$ cat src/rtl/instr_issue_unit.sv
// instr_issue_unit: PC sequencer that fetches from a synchronous ROM and issues opcode/fields,
// holding LOAD/STORE for MEM_CYCLES extra cycles and honouring datapath stall in ISSUE only.
module instr_issue_unit #(
  parameter int PC_WIDTH   = 4,
  parameter int PROG_LEN   = 16,
  parameter int MEM_CYCLES = 1
) (
  input  logic                clk,
  input  logic                rst_n,
  input  logic                start,
  input  logic                stall,
  output logic [PC_WIDTH-1:0] imem_addr,
  input  logic [7:0]          imem_rdata,
  output logic [1:0]          opcode,
  output logic [1:0]          rd,
  output logic [1:0]          rs1,
  output logic [1:0]          rs2,
  output logic                issue_valid,
  output logic                mem_busy,
  output logic [PC_WIDTH-1:0] pc,
  output logic                done
);
  typedef enum logic [2:0] {IDLE, FETCH, DECODE, ISSUE, MEM, HALT} state_t;
  state_t              r_state, w_state;
  logic [PC_WIDTH-1:0] r_pc, w_pc, r_addr, w_addr;
  logic [7:0]          r_ir, w_ir;
  logic [2:0]          r_cnt, w_cnt;
  logic                r_iv, w_iv, r_mb, w_mb, r_done, w_done, w_retire, w_last;
  assign w_last      = r_pc == PC_WIDTH'(PROG_LEN - 1);
  assign imem_addr   = r_addr;
  assign pc          = r_pc;
  assign opcode      = r_ir[7:6];
  assign rd          = r_ir[5:4];
  assign rs1         = r_ir[3:2];
  assign rs2         = r_ir[1:0];
  assign issue_valid = r_iv;
  assign mem_busy    = r_mb;
  assign done        = r_done;
  always_ff @(posedge clk or negedge rst_n) begin
    if (!rst_n) begin
      r_state <= IDLE;
      r_pc    <= '0;
      r_addr  <= '0;
      r_ir    <= 8'h00;
      r_cnt   <= 3'd0;
      r_iv    <= 1'b0;
      r_mb    <= 1'b0;
      r_done  <= 1'b0;
    end else begin
      r_state <= w_state;
      r_pc    <= w_pc;
      r_addr  <= w_addr;
      r_ir    <= w_ir;
      r_cnt   <= w_cnt;
      r_iv    <= w_iv;
      r_mb    <= w_mb;
      r_done  <= w_done;
    end
  end
  always_comb begin
    w_state  = r_state;
    w_pc     = r_pc;
    w_addr   = r_addr;
    w_ir     = r_ir;
    w_cnt    = r_cnt;
    w_iv     = r_iv;
    w_mb     = r_mb;
    w_done   = r_done;
    w_retire = 1'b0;
    case (r_state)
      IDLE:   w_state = start ? FETCH : IDLE;
      FETCH: begin
        w_addr  = r_pc;
        w_state = DECODE;
      end
      DECODE: begin
        w_ir    = imem_rdata;
        w_iv    = 1'b1;
        w_state = ISSUE;
      end
      ISSUE: if (!stall) begin
        if (r_ir[7]) begin
          w_state = MEM;
          w_iv    = 1'b0;
          w_mb    = 1'b1;
          w_cnt   = 3'(MEM_CYCLES - 1);
        end else w_retire = 1'b1;
      end
      MEM: if (r_cnt == 3'd0) w_retire = 1'b1; else w_cnt = r_cnt - 3'd1;
      HALT: if (!start) begin
        w_state = IDLE;
        w_pc    = '0;
        w_addr  = '0;
        w_done  = 1'b0;
      end
      default: w_state = IDLE;
    endcase
    // Shared retire path for ALU ops leaving ISSUE and memory ops leaving MEM
    if (w_retire) begin
      w_iv    = 1'b0;
      w_mb    = 1'b0;
      w_state = w_last ? HALT : FETCH;
      w_done  = w_last;
      w_pc    = w_last ? r_pc : r_pc + PC_WIDTH'(1);
      w_addr  = w_pc;
    end
  end
endmodule

$ cat config.mk
export PLATFORM = sky130hd
export DESIGN_NAME = instr_issue_unit
export DESIGN_NICKNAME = d
export VERILOG_FILES = /design/src/rtl/instr_issue_unit.sv
export SDC_FILE = /design/constraint.sdc
export NUM_CORES = 1
export LEC_CHECK = 0
export CAP_MARGIN = 20
export CORE_MARGIN = 2
export CORE_UTILIZATION = 43
export DETAILED_ROUTE_END_ITERATION = 10
export GPL_TIMING_DRIVEN = 0
export PLACE_DENSITY = 0.76
export SYNTH_ARGS = -nofsm -noshare
export SYNTH_HDL_FRONTEND = slang
export SYNTH_SLANG_ARGS = --single-unit
$ cat constraint.sdc
create_clock -name clk -period 1.64 [get_ports clk]
set_clock_uncertainty 0.15 [all_clocks]
set_input_delay 0.492 -clock clk [delete_from_list [all_inputs] [get_ports clk]]
set_output_delay 0.492 -clock clk [all_outputs]
set_load 0.01 [all_outputs]
==> impl_results.md <==
* Status: complete, but fails checks
* Failing checks: setup timing
* Yosys warns at 0
* Synth cell types at 34
* Post-route design area at 1810 µm²
* Power density of the placed cells at 1830 nW/µm²
* Worst EP required at 1.68 ns
* Final Setup Violations at 13
* Syn Inst Count at 107
* DP HPWL at 1940 µm
* DRT Wirelength at 2950 µm
* Min Hold Slack at 0.346 ns
* Slowest-stage cell, CP: dfrtp_1
* Maximum clock insertion buffer count at 2
* Clock root buffer: clkbuf_4
* Reg2Reg Depth at 8
* Clock network power share at 8.2%
* Max-slew violation count at 0
* Final Wtd Congestion at 0.838
* Worst reg-to-reg setup slack at -0.26 ns
* # nets final at 175
* Layout cells sized above 1 at 43.4%
* Routed wire per std cell at 15.5 µm
* Initial antenna violation count at 0
* Die H at 57.8 µm
* Clk_lat worst skew at 0.31 ns
* All-Layer GR Usage at 19.3%
* Routed Antenna Nets at 0
* Commonest non-fill, non-tap cells in the layout: dfrtp_1, buf_4, clkbuf_2
* Max-Cap Viols at 0
* Synth Register Bits at 25
* First-pass GRT wire length at 4950 µm
* P_leak at 0.000818 µW
* Total gr overflow at 0
* Setup crit end kind: register
* Post-synth top flop: dfrtp_1
* Commonest non-fill, non-tap cell in the layout: dfrtp_1
* Slew margin rel. at 73.0%
* I/O pins at 31
* Initial Util at 45.1%
* Vias per inst at 5.59
* CP Launch Type: register
* Hold path startpoint: r_cnt[2]$_DFFE_PN0P_
* Post-Syn Area at 1240 µm²
* Cell Area, Placed at 1620 µm²
* VDD IR max at 1.15 mV
* FF-to-FF Start: r_cnt[0]$_DFFE_PN0P_
* Worst setup margin at -0.256 ns
* Syn_area_per_cell at 11.6 µm²
* Tcrit/Tclk final at 116%
* H-tree lvl count at 1
* Number of CTS-inserted buffers at 3
* Core area at 2760 µm²
* Tmin final at 1.90 ns
* Clock transition at path regs at 0.13 ns
* Die W at 57.8 µm
* Area Growth Syn to Fin at 45.1%
* Combinational share of power at 59.3%
* CTS tree: yes
* Min-Delay Endpoint: r_cnt[2]$_DFFE_PN0P_
* Reg2reg end: r_state[0]$_DFFE_PN0P_
* Switching power at 1300 µW
* DP Cell Count at 168
* Seq pwr share at 32.6%
* Max incr delay on CP at 0.40 ns
* WHS Path Cells at 2
* Critical Path, Cell by Cell: inv_2, ha_4, ha_4, and4bb_2, a21oi_4, buf_6, buf_6, o211ai_1
* Sw frac at 39.2%
* Diode count at 0
* Hold Fails Final Rpt at 0
* P_int at 2010 µW
* Register area share after synthesis at 50.3%
* Class of the most critical setup path: register to register
* Num Clock Sinks at 25
* Setup WS pre-CTS at -0.705 ns
* Die area at 3340 µm²
* Initial drt markers at 21
* IO buf count at 30
* Largest net degree at the start of global routing at 26
* Worst-Margin Slew at 0.402 ns
* Post-route insts no fill at 190
* Max Fclk at 527 MHz
* Pwr Total at 3310 µW
* RSZ-0062 raised after global routing: yes
* Syn nets at 122
* Vias at 1063
* Worst Path Arrival at 1.94 ns
* Crit Path Max Fanout at 7
* FILL cells at 213
* Remaining DRCs at 0
* Number of global-route vias before repair at 1099
* Worst Hold Class: register to register
* Detailed-router iteration count before antenna repair at 4
* EDFF count, synth at 0
* Row cnt at 19
* Asr flop ratio synth at 100%
## kinds of logic after synthesis
| family | share of synthesized area, % |
|---|---|
| DFF | 50.3 |
| buffers and inverters | 3.32 |
| muxes | 9.75 |
| and+or+nand+nor | 12.8 |
| adders and majority gates | 3.02 |
| AOI/OAI and AO/OA | 20.9 |
## critical path: cells and delay by family, from the launching register on
| kind | cells | cell delay [ns] |
|---|---|---|
| flip-flops | 1 | 0.40 |
| AND/OR/NAND/NOR | 1 | 0.24 |
| adder cells (fa/ha/maj) | 2 | 0.32 |
| AO/OA/AOI/OAI | 2 | 0.33 |
| buffers and inverters | 3 | 0.36 |
## per-stage QoR
| step | setup TNS (ns) | util, % |
|---|---|---|
| after floorplan | -0.876 | - |
| after global placement | -17.60 | 58.7 |
| final | -3.01 | 65.5 |
| after global routing | -4.30 | 65.5 |
| after detailed placement | -19.58 | 58.7 |
| after CTS | -3.06 | 64.1 |
## cell usage after synthesis, drive strengths merged, types with 3 or more instances
library cell  number  area, µm²
a21o               3       22.5
a2bb2oi            3       26.3
dfrtp             25        626
ha                 3       37.5
inv                5       18.8
mux2               9        101
nand2              7       26.3
nand2b             4       25.0
nand3              6       30.0
nor2               3       13.8
o21ai              9       45.0
o2bb2ai            4       35.0
## how the worst max path moves through the flow
stage	from	end	slack, ns	cells past startpoint
5_1_grt	r_cnt[0]$_DFFE_PN0P_	r_state[2]$_DFFE_PN0P_	-0.36	9
3_3_place_gp	stall	imem_addr[2]$_DFFE_PN0P_	-0.65	6
4_1_cts	r_cnt[0]$_DFFE_PN0P_	imem_addr[2]$_DFFE_PN0P_	-0.26	8
2_1_floorplan	r_cnt[0]$_DFFE_PN0P_	issue_valid$_DFFE_PN0P_	-0.14	7
6_report	r_cnt[0]$_DFFE_PN0P_	r_state[0]$_DFFE_PN0P_	-0.26	8
3_5_place_dp	stall	imem_addr[2]$_DFFE_PN0P_	-0.71	6
## state kept, by name, indices dropped and copies added (netlist names)
register	cells
issue_valid	1
r_state	3
r_cnt	3
pc	4
r_ir	8
mem_busy	1
imem_addr	4
done	1
## final cells by class
| type | count | area [µm²] | area share, % |
|---|---|---|---|
| Timing Repair Buffer | 47 | 392 | 21.7 |
| Clock buffer | 3 | 22.5 | 1.25 |
| Clock inverter | 1 | 5.00 | 0.277 |
| Tap cell | 31 | 38.8 | 2.15 |
| Buffer | 2 | 22.5 | 1.25 |
| Sequential cell | 25 | 631 | 34.9 |
| Inverter | 5 | 18.8 | 1.04 |
| Multi-Input combinational cell | 76 | 677 | 37.5 |
## metal layers
layer  GRT usage, %  vias to the layer above  wire, µm
met3           3.57                        2       109
met5              0                        -         0
met4           6.98                        0        21
met1           24.4                      532      1260
met2           33.0                       27      1560
li1               -                      502         -
## power groups by stage
stage	sequential [µW]	clock (µW)	combinational, µW
2_1_floorplan	1180	0	944
3_3_place_gp	1100	0	1620
3_5_place_dp	1130	0	1680
4_1_cts	1070	287	1880
5_1_grt	1120	307	2150
6_report	1080	270	1960
## what timing repair did
item,in CTS,in global routing
buffers inserted,12,3
endpoints found under the hold margin,0,4
cloned,0,1
endpoints found under the setup margin,67,32
hold buffers,0,1
gates resized for setup,51,22
pin swaps,7,4
Note: power is estimated with default switching activity, not from simulation.
